**src/rtl/circular_shift_left_register_serial_unload_pkg.sv**
```systemverilog
// Shared types and defaults for the left-rotating register with serial unload.
package circular_shift_left_register_serial_unload_pkg;

    typedef enum logic [1:0] {
        S_IDLE  = 2'd0,
        S_SHIFT = 2'd1,
        S_DONE  = 2'd2
    } state_t;

    localparam int DEFAULT_WIDTH       = 5;
    localparam int DEFAULT_COUNT_WIDTH = 4;

endpackage

```
**src/rtl/circular_shift_left_register_serial_unload_cell.sv**
```systemverilog
// One register bit: parallel load has priority over the rotate input, else hold.
module circular_shift_cell (
    input  logic clock,
    input  logic clear,
    input  logic load,
    input  logic shift,
    input  logic par_bit,
    input  logic shift_bit,
    output logic q
);

    always_ff @(posedge clock or negedge clear) begin
        if (!clear)
            q <= 1'b0;
        else if (load)
            q <= par_bit;
        else if (shift)
            q <= shift_bit;
    end

endmodule

```
**src/rtl/circular_shift_left_register_serial_unload.sv**
```systemverilog
// Parallel-load register that rotates left on command, emitting each outgoing MSB serially.
//
//  state   | meaning
//  --------+----------------------------------------------------------
//  S_IDLE  | waiting; load captures parallel_in, start begins an unload
//  S_SHIFT | one rotation per edge, remaining counts down to 1
//  S_DONE  | last bit is on serial_out, done pulses, back to idle next
module circular_shift_left_register_serial_unload
    import circular_shift_left_register_serial_unload_pkg::*;
#(
    parameter int WIDTH       = DEFAULT_WIDTH,
    parameter int COUNT_WIDTH = DEFAULT_COUNT_WIDTH
) (
    input  logic                   clock,
    input  logic                   clear,
    input  logic                   load,
    input  logic [WIDTH-1:0]       parallel_in,
    input  logic                   start,
    input  logic [COUNT_WIDTH-1:0] rotate_count,
    output logic [WIDTH-1:0]       q,
    output logic                   serial_out,
    output logic                   serial_valid,
    output logic                   busy,
    output logic                   done
);

    state_t                 state;
    logic [COUNT_WIDTH-1:0] remaining;
    logic                   load_en;
    logic                   shift_en;

    assign load_en  = (state == S_IDLE) && load;
    assign shift_en = (state == S_SHIFT);

    for (genvar i = 0; i < WIDTH; i++) begin : g_cell
        // Rotating left: each bit takes its lower neighbour, bit 0 takes the MSB.
        localparam int SRC = (i == 0) ? WIDTH - 1 : i - 1;

        circular_shift_cell u_cell (
            .clock     (clock),
            .clear     (clear),
            .load      (load_en),
            .shift     (shift_en),
            .par_bit   (parallel_in[i]),
            .shift_bit (q[SRC]),
            .q         (q[i])
        );
    end

    always_ff @(posedge clock or negedge clear) begin
        if (!clear) begin
            state        <= S_IDLE;
            remaining    <= '0;
            serial_out   <= 1'b0;
            serial_valid <= 1'b0;
            busy         <= 1'b0;
            done         <= 1'b0;
        end else begin
            case (state)
                S_IDLE: begin
                    if (!load && start) begin
                        remaining <= (rotate_count == '0) ? COUNT_WIDTH'(WIDTH) : rotate_count;
                        state     <= S_SHIFT;
                        busy      <= 1'b1;
                    end
                end
                S_SHIFT: begin
                    serial_out   <= q[WIDTH-1];
                    serial_valid <= 1'b1;
                    remaining    <= remaining - COUNT_WIDTH'(1);
                    if (remaining == COUNT_WIDTH'(1)) begin
                        state <= S_DONE;
                        done  <= 1'b1;
                    end
                end
                S_DONE: begin
                    serial_valid <= 1'b0;
                    done         <= 1'b0;
                    busy         <= 1'b0;
                    state        <= S_IDLE;
                end
                default: begin
                    serial_valid <= 1'b0;
                    done         <= 1'b0;
                    busy         <= 1'b0;
                    state        <= S_IDLE;
                end
            endcase
        end
    end

endmodule

```
**config.mk**
```make
export PLATFORM = sky130hd
export DESIGN_NAME = circular_shift_left_register_serial_unload
export DESIGN_NICKNAME = d
export VERILOG_FILES = /design/src/rtl/circular_shift_left_register_serial_unload_pkg.sv /design/src/rtl/circular_shift_left_register_serial_unload_cell.sv /design/src/rtl/circular_shift_left_register_serial_unload.sv
export SDC_FILE = /design/constraint.sdc
export NUM_CORES = 1
export LEC_CHECK = 0
export CORE_ASPECT_RATIO = 1.2
export CORE_MARGIN = 5
export CORE_UTILIZATION = 38
export DETAILED_ROUTE_END_ITERATION = 6
export PLACE_DENSITY_LB_ADDON = 0.08
export SETUP_SLACK_MARGIN = 0.5
export SLEW_MARGIN = 25
export SYNTH_ARGS = -nofsm -noshare
export SYNTH_HDL_FRONTEND = slang
export SYNTH_HIERARCHICAL = 1
export SYNTH_SLANG_ARGS = --single-unit
```
**constraint.sdc**
```tcl
create_clock -name clock -period 1.4 [get_ports clock]
set_input_delay 0.28 -clock clock [delete_from_list [all_inputs] [get_ports clock]]
set_output_delay 0.28 -clock clock [all_outputs]
set_load 0.02 [all_outputs]
```
==> impl_metrics.toml <==
[power_and_ir_drop]
power_density_mw_per_mm2 = 2060
cellLeakagePower_nw = 0.624
fin_total_pwr_w = 0.00274
peakVddDrop_uv = 1140

[setup_path]
critPathRequiredTime_ps = 1610
cp-end-kind = "flip-flop"
ff2ff_path_depth = 3
cp_slowest_cell = "nor4_1"
cp-endpoint = "remaining[2]$_DFFE_PN0P_"
max_stage_delay_ps = 470
r2r_setup_slack_ps = 70
reg2reg_to = "remaining[2]$_DFFE_PN0P_"
crit_arrival_ps = 1550
crit_chain = "clkdlybuf4s50_1 -> nor4_1 -> buf_4 -> nor4_2 -> nor3_1"
cp_max_fo = 2
startpoint_type = "primary input"
worstReg2RegStart = "state[0]$_DFFE_PN0P_"
worstSetupStartpoint = "rotate_count[0]"
crit_type = "primary input to flip-flop"

[global_routing]
grt_pass1_vias = 772
overflow = 0
grt_pass1_wl_mm = 3.53
grt_max_degree = 16
grt.total_usage = 0.161
antenna_found_initial = 0

[clock_network]
h-tree-depth = 1
root_buffer = "clkbuf_4"
clkTransAtPathRegs_ps = 90
numCtsBuffers = 3
clock_sinks = 15
tritoncts = "built"
clk_latency_ps = 280
hold_buffers = 0
cts_buffer_depth = 2

[placed_design]
dp.final_hpwl_mm = 1.28
place.gp.congestion = 0.801
numPortBuffers = 21
dp_slack_ps = -303
dp_cells = 120

[yosys]
syn_inst = 68
yosys.area.top_type_share = 0.531
ys_seq_area_frac = 0.531
yosys-top-cells-area = "dfrtp_1, mux2i_1, nand2_1, ha_1, o21ai_1"
ys_seq_elements = 15
postSynthAreaPerCell_um2 = 10.4
synth_cell_types = 23
syn_nets = 83
netlist_area_um2 = 707
ys_warn_count = 6
yosys.area.top_type = "dfrtp_1"

[drt]
postRouteAntennaNets = 0
drt_first_pass_iters = 2
vias = 727
drt_iter0_drc = 11
drc = 0
wl_per_cell_um = 15.3
routed_wl_mm = 2.15
via_per_inst = 5.16

[timing]
rsz0062_at_grt = "yes"
fin_ws_ps = 65.4
setup_viol = 0
worst_pin_slew_ps = 462
finalHoldViolations = 0
fin_skew_ps = 1.12
timing.final.crit_share = 0.953
slew_viol_final = 0
max_freq_ghz = 0.749
relSlewSlack = 0.689
fin_crit_ps = 1330
worst_hold_slack_ps = 304

[die]
core_mm2 = 0.00181
die-width_um = 49.4
initial_utilization = 0.391
rows = 17
io_pins = 22
die_y_um = 57.3
dieArea_mm2 = 0.00283

[cells_and_area]
nNetsFinal = 138
layout_commonest_cell = "buf_4"
layout_common_cells = "buf_4, buf_6, dfrtp_1"
antenna_cells = 0
syn_to_final_growth_pct = 88.1
final_cells = 141
drive_above_1_share = 0.492

[run]
max_cap_violations = 0

[outcome]
status = "completed"

[hold_path]
min_path_type = "primary input to asynchronous set/reset pin"
-- critical path: cells and delay by family --
family | cells | cell delay, ps
buffers and inverters | 2 | 640
and+or+nand+nor | 3 | 620
-- layer usage --
layer | wire length [um] | vias up | track usage
li1 | - | 350 | -
met1 | 857 | 356 | 0.184
met2 | 1180 | 17 | 0.287
met3 | 88 | 4 | 0.0339
met4 | 32 | 0 | 0.0674
met5 | 0 | - | 0
-- cells in the mapped netlist --
cell / count
a21oi_1: 1
and2_1: 1
and3_1: 1
nor4_1: 2
inv_2: 1
or4b_4: 1
o211ai_1: 2
mux2i_1: 6
nor3b_1: 1
inv_1: 4
nor2_1: 4
nand2b_1: 1
o21ai_0: 3
dfrtp_1: 15
a211oi_1: 2
nor3_1: 3
nand3_1: 1
nor4b_2: 1
nand2_1: 9
o21ai_1: 5
a21o_1: 1
ha_1: 2
a311oi_1: 1
-- report_power, final --
part           switching [W]  total, W  internal, W  leakage, nW
combinational       0.000766   0.00167     0.000904        0.433
clock               0.000139  0.000249     0.000111       0.0150
sequential          0.000192  0.000824     0.000631        0.176
total                0.00110   0.00274      0.00165        0.624
-- kinds of logic after synthesis --
family,count (synthesis),synth area share
buffers and inverters,5,0.0265
and+or+nand+nor,25,0.193
muxes,6,0.0850
AOI/OAI and AO/OA,15,0.129
DFF,15,0.531
adders and majority gates,2,0.0354
-- what timing repair did --
action,in CTS,in global routing
resized for setup,71,14
endpoints found under the setup margin,23,24
gates cloned,2,0
setup buffers,11,4
pin swaps,6,5
-- final cells by class --
class	instances	area [um2]
inverters	5	23.8
well taps	19	23.8
multi-input cells	48	404
fillers	138	478
repair buffers	49	470
repair inverters	1	6.26
flip-flops and latches	15	375
clock buffers	4	26.3
-- metrics by stage --
stage,utilization,TNS [ps],instance area [um2]
3_5_place_dp,0.588,-1160,1060
2_1_floorplan,-,0,726
3_3_place_gp,0.588,-1020,1060
5_1_grt,0.736,-16.0,1330
6_report,0.736,0,1330
4_1_cts,0.700,0,1270
-- registers in the layout, indices dropped and copies added (netlist names) --
name             cells
serial_valid         1
busy                 1
state                2
serial_out           1
done                 1
remaining            4
g_cell.u_cell/q      5
-- worst min-delay path by stage --
stage | startpoint | endpoint | slack [ps] | cells after the start
after floorplan | clear | busy$_DFFE_PN0P_ | -20 | 0
after global placement | serial_out$_DFFE_PN0P_ | serial_out$_DFFE_PN0P_ | 460 | 2
after detailed placement | serial_out$_DFFE_PN0P_ | serial_out$_DFFE_PN0P_ | 470 | 2
after CTS | clear | remaining[2]$_DFFE_PN0P_ | 310 | 2
after global routing | clear | state[0]$_DFFE_PN0P_ | 330 | 2
final | clear | remaining[2]$_DFFE_PN0P_ | 300 | 2
(Power assumes the default switching activity.)
